`src/rtl/worker_relay.sv`:
```
// worker_relay: turns a synchronized sentinel flash edge into a delayed, fixed-width
// worker flash, then ignores further sentinel edges for a refractory period.
module worker_relay #(
  parameter int DELAY     = 200,
  parameter int FLASH_LEN = 15000,
  parameter int REFRACT   = 300
) (
  input  logic       clk,
  input  logic       rst,
  input  logic       f1,
  output logic       f2,
  output logic       busy,
  output logic       miss,
  output logic [7:0] flash_cnt
);

  typedef enum logic [1:0] {S_IDLE, S_DELAY, S_FLASH, S_REFRACT} state_t;

  localparam logic [15:0] C_DELAY_LAST   = 16'(DELAY - 1);
  localparam logic [15:0] C_FLASH_LAST   = 16'(FLASH_LEN - 1);
  localparam logic [15:0] C_REFRACT_LAST = 16'(REFRACT - 1);

  logic        r_s1, r_s2, r_s3;
  logic        w_rise;
  state_t      r_state, w_state_next;
  logic [15:0] r_cnt, w_cnt_next;
  logic        r_f2, r_busy, r_miss;
  logic [7:0]  r_flash_cnt;
  logic        w_f2_next, w_busy_next, w_miss_next;
  logic [7:0]  w_flash_cnt_next;

  // s1/s2 resolve metastability; s3 only delays s2 for edge detection
  always_ff @(posedge clk or posedge rst) begin
    if (rst) begin
      r_s1 <= 1'b0;
      r_s2 <= 1'b0;
      r_s3 <= 1'b0;
    end else begin
      r_s1 <= f1;
      r_s2 <= r_s1;
      r_s3 <= r_s2;
    end
  end

  assign w_rise = r_s2 & ~r_s3;

  always_ff @(posedge clk or posedge rst) begin
    if (rst) begin
      r_state     <= S_IDLE;
      r_cnt       <= 16'd0;
      r_f2        <= 1'b0;
      r_busy      <= 1'b0;
      r_miss      <= 1'b0;
      r_flash_cnt <= 8'd0;
    end else begin
      r_state     <= w_state_next;
      r_cnt       <= w_cnt_next;
      r_f2        <= w_f2_next;
      r_busy      <= w_busy_next;
      r_miss      <= w_miss_next;
      r_flash_cnt <= w_flash_cnt_next;
    end
  end

  always_comb begin
    w_state_next     = r_state;
    w_cnt_next       = r_cnt + 16'd1;
    w_flash_cnt_next = r_flash_cnt;
    case (r_state)
      S_IDLE: begin
        w_cnt_next = 16'd0;
        if (w_rise) w_state_next = S_DELAY;
      end
      S_DELAY: begin
        if (r_cnt == C_DELAY_LAST) begin
          w_state_next     = S_FLASH;
          w_cnt_next       = 16'd0;
          w_flash_cnt_next = r_flash_cnt + 8'd1;
        end
      end
      S_FLASH: begin
        if (r_cnt == C_FLASH_LAST) begin
          w_state_next = S_REFRACT;
          w_cnt_next   = 16'd0;
        end
      end
      S_REFRACT: begin
        if (r_cnt == C_REFRACT_LAST) begin
          w_state_next = S_IDLE;
          w_cnt_next   = 16'd0;
        end
      end
      default: begin
        w_state_next = S_IDLE;
        w_cnt_next   = 16'd0;
      end
    endcase
    // Outputs are registered copies decoded from the next state
    w_f2_next   = (w_state_next == S_FLASH);
    w_busy_next = (w_state_next != S_IDLE);
    w_miss_next = w_rise && (r_state != S_IDLE);
  end

  assign f2        = r_f2;
  assign busy      = r_busy;
  assign miss      = r_miss;
  assign flash_cnt = r_flash_cnt;

endmodule

```
`config.mk`:
```
export PLATFORM = sky130hd
export DESIGN_NAME = worker_relay
export DESIGN_NICKNAME = d
export VERILOG_FILES = /design/src/rtl/worker_relay.sv
export SDC_FILE = /design/constraint.sdc
export NUM_CORES = 1
export LEC_CHECK = 0
export ABC_AREA = 1
export ABC_CLOCK_PERIOD_IN_PS = 2400
export BUFFER_PORTS_ARGS = -buffer_cell sky130_fd_sc_hd__buf_2
export CAP_MARGIN = 20
export CORE_MARGIN = 5
export CORE_UTILIZATION = 40
export DETAILED_ROUTE_END_ITERATION = 10
export HOLD_SLACK_MARGIN = 0.12
export PLACE_DENSITY_LB_ADDON = 0.25
export SYNTH_ARGS = -nofsm -noshare
export SYNTH_HDL_FRONTEND = slang
export SYNTH_SLANG_ARGS = --single-unit
```
`constraint.sdc`:
```
create_clock -name clk -period 2.4 [get_ports clk]
set_clock_uncertainty 0.15 [all_clocks]
set_input_delay 0.12 -clock clk [delete_from_list [all_inputs] [get_ports clk]]
set_output_delay 0.12 -clock clk [all_outputs]
set_load 0.1 [all_outputs]
```
==> impl_metrics.csv <==
group,metric,value,unit
outcome,run_status,"complete, no violations",
sta,min_period_over_period,73.73,%
logic_synthesis,yosys_warnings,0,
sta,rsz0062_at_grt,"false",
worst_setup_path,rr_worst_depth,9,
routing,top_layer_used,"met4",
worst_setup_path,worst_ep_arrival_time,1.83,ns
placed_design,dpl.hpwl,2656,µm
placed_design,port_buffers,13,
routing,first_iter_violations,98,
power,cellLeakagePower,0.9407,nW
routing,wl_per_cell,11.92,µm
logic_synthesis,synth_fa_ha_area_share,1.436,%
die,die_w,76.01,µm
worst_setup_path,path_cells,"ha_1 > nand2_2 > inv_2 > nand2_2 > nor2_2 > nand2_1 > nand2_2 > nand3_1 > nor2_1",
cts,cts-resized-gates,0,
layout,n_antenna_cell,0,
logic_synthesis,ys_top_cells_by_area,"dfrtp_1 (46%), nand2_1 (12%), nor2_1 (5.8%)",
logic_synthesis,syn_area_per_cell,7.781,µm²
worst_setup_path,worstSetupEndpointType,"flop",
sta,setup_viol,0,
logic_synthesis,synthMuxAreaShare,0,%
worst_setup_path,worst_setup_path_start_kind,"flop",
routing,vias,1435,
flow_run,cap_viol_max_count,0,
sta,worst_slew_pin_slew,0.4909,ns
sta,max_freq,565.1,MHz
min_path,min_from,"r_s1$_DFF_PP0_",
sta,slew_headroom,67.50,%
global_routing,grt_max_degree,33,
sta,finalCriticalPeriod,1.769,ns
logic_synthesis,synth-seq-area-share,45.94,%
sta,finalSetupTns,0,ns
power,p_per_area,681.1,nW/µm²
min_path,hold_class,"flop to flop",
cts,post_cts_buffers,0,
logic_synthesis,syn_nets,229,
logic_synthesis,synthCells,224,
cts,cts_max_level,2,
power,peakVddDrop,0.0002244,V
global_routing,grt_pass1_wl,6444,µm
die,coreArea,4294,µm²
routing,wl_met1,1739,µm
die,rows,24,
die,initial_utilization,40.59,%
worst_setup_path,r2r_end,"f2$_DFF_PP0_",
global_routing,track_usage,13.58,%
min_path,hold_depth,0,
logic_synthesis,synth_area_leader_cell,"dfrtp_1",
worst_setup_path,rrSetupSlack,0.63,ns
logic_synthesis,synth_xor_area_share,5.528,%
layout,num-fill-cells,447,
worst_setup_path,worst_path_max_delay_cell,"dfrtp_1",
worst_setup_path,crit_buf_inv,1,
logic_synthesis,synth_seq_cells,32,
die,dieArea,5778,µm²
worst_setup_path,critical_path.top_delay_family,"simple AND/OR/NAND/NOR gates",
routing,via_per_inst,4.815,
cts,clk-insertion-delay-late,0.28,ns
worst_setup_path,cp.required,2.47,ns
routing,dr.pass1.iters,4,
global_routing,grt_pass1_vias,1421,
die,die_height,76.01,µm
cts,clockRootBuffer,"clkbuf_8",
layout,final_nets,250,
cts,cts_made_buffers,5,
placed_design,gp_congestion,0.7948,
die,io_pins,14,
logic_synthesis,syn_area,1743,µm²
min_path,whs_endpoint,"r_s2$_DFF_PP0_",
routing,wl,3551,µm
worst_setup_path,r2r_start,"r_cnt[0]$_DFF_PP0_",
routing,dr_wl_met3,100,µm
cts,clock_sinks,32,
global_routing,grt_overflow_total,0,
sta,slew_viol_final,0,
logic_synthesis,synth_top_area_share,45.94,%
power,finalPower,1.355,mW
routing,drc,0,
worst_setup_path,path_class,"flop to flop",
global_routing,antenna_found_initial,0,
cts,cts_tree,"done",
logic_synthesis,yosysUniqueCellTypes,24,
sta,hold_viol_final,0,
worst_setup_path,cpMostUsedCell,"nand2_2",
logic_synthesis,synth_top_family_by_area,"simple AND/OR/NAND/NOR gates",
routing,final_antenna_net_count,0,
logic_synthesis,synth-simple-area-share,30.51,%
worst_setup_path,cpPeakStageDelay,0.42,ns
layout,final_layout_size_suffix_gt1_share,18.70,%
logic_synthesis,synth_compound_area_share,8.615,%
routing,route.met2.wl,1675,µm
cts,clockBufferDepth,2,
cts,clk_pin_slew,0.07,ns
layout,synthToLayoutAreaGrowth,14.14,%
worst_setup_path,crit_fanout,15,
## worst max-delay path by stage
stage / startpoint / endpoint / slack (ns) / depth (start not counted)
4_1_cts: r_cnt[0]$_DFF_PP0_ / f2$_DFF_PP0_ / 0.63 / 9
3_3_place_gp: r_cnt[0]$_DFF_PP0_ / f2$_DFF_PP0_ / 0.70 / 9
5_1_grt: r_cnt[0]$_DFF_PP0_ / r_cnt[1]$_DFF_PP0_ / 0.46 / 8
6_report: r_cnt[0]$_DFF_PP0_ / f2$_DFF_PP0_ / 0.63 / 9
2_1_floorplan: flash_cnt[0]$_DFFE_PP0P_ / flash_cnt[6]$_DFFE_PP0P_ / 0.45 / 5
3_5_place_dp: r_cnt[0]$_DFF_PP0_ / r_cnt[2]$_DFF_PP0_ / 0.65 / 8
## registers in the layout, summed over array words and instances, names as in the netlist
signal and count:
busy 1, f2 1, flash_cnt 8, miss 1, r_cnt 16, r_s1 1
r_s2 1, r_s3 1, r_state 2
## report_power, final
group | total, mW | leakage [nW] | internal, mW | switching, mW
sequential | 0.641 | 0.424 | 0.586 | 0.0542
combinational | 0.203 | 0.463 | 0.0686 | 0.134
clock | 0.512 | 0.0541 | 0.307 | 0.205
## synth_stat cells
master,number
nor2_2,6
ha_1,2
nor3_2,1
nor3_1,4
a21oi_2,2
dfrtp_1,32
o21bai_1,3
o21ai_1,2
nor2_1,27
inv_1,24
a21boi_0,2
nand3_1,15
nand4_1,3
xor2_1,9
clkinv_1,1
buf_6,2
and3_1,1
xnor2_1,2
o21ai_0,6
inv_2,6
nand2_2,8
nand3_2,1
a21oi_1,11
nand2_1,54
## cells in the final DEF (no fill, tap or decap)
cell / synthesis / final
and3_1: 1 / 1
clkinvlp_4: 0 / 1
nand3_2: 1 / 1
xor2_1: 9 / 9
clkinv_1: 1 / 1
clkinv_2: 0 / 1
a21boi_0: 2 / 2
a21oi_1: 11 / 11
nor2_2: 6 / 6
dfrtp_1: 32 / 32
buf_4: 0 / 1
inv_1: 24 / 24
inv_2: 6 / 6
clkbuf_8: 0 / 5
nand4_1: 3 / 3
bufinv_16: 0 / 1
nand2_2: 8 / 8
o21ai_0: 6 / 6
nor3_1: 4 / 4
o21bai_1: 3 / 3
nand3_1: 15 / 15
nand2_1: 54 / 54
nor2_1: 27 / 27
nor3_2: 1 / 1
xnor2_1: 2 / 2
o21ai_1: 2 / 2
dlygate4sd3_1: 0 / 2
buf_2: 0 / 13
ha_1: 2 / 2
a21oi_2: 2 / 2
## kinds of logic after synthesis
family	count (synthesis)
DFF	32
xor gates and xnor gates	11
adders and majority gates	2
and+or+nand+nor	120
AOI/OAI and AO/OA	26
buffers and inverters	33
## area by class of cell
cell class	instances	area [µm²]	area share, %
multi-input cells	159	803.3	40.38
flip-flops and latches	32	800.8	40.25
inverters	31	116.4	5.849
repair buffers	16	92.59	4.654
clock buffers	5	68.82	3.459
well taps	52	65.06	3.270
clock inverters	3	42.54	2.138
## worst register-to-register path: cells and delay by family, from the launching register on
kind                     cells  cell delay [ns]
adder cells (fa/ha/maj)      1             0.23
buffers and inverters        1             0.07
flip-flops                   1             0.42
AND/OR/NAND/NOR              7             0.84
## repair_timing
item,CTS,global route
hold buffers,2,0
endpoints found under the setup margin,0,0
endpoints found under the hold margin,33,0
## layer usage
layer | global-route usage, % | vias up
met5 | 0 | -
met4 | 4.270 | 0
met3 | 3.664 | 4
met2 | 21.66 | 19
met1 | 17.81 | 669
li1 | - | 743
## per-stage QoR
step           cell area (µm²)  std cells  utilization [%]  hold slack, ns  setup slack, ns
2_1_floorplan             1743        224                -        0.001430           0.4471
3_3_place_gp              1858        288            43.27         0.07731           0.6989
3_5_place_dp              1858        288            43.27         0.08009           0.6479
4_1_cts                   1989        298            46.33          0.2087           0.6292
5_1_grt                   1989        298            46.33          0.2170           0.4595
6_report                  1989        298            46.33          0.2047           0.6305
(Power assumes the default switching activity.)
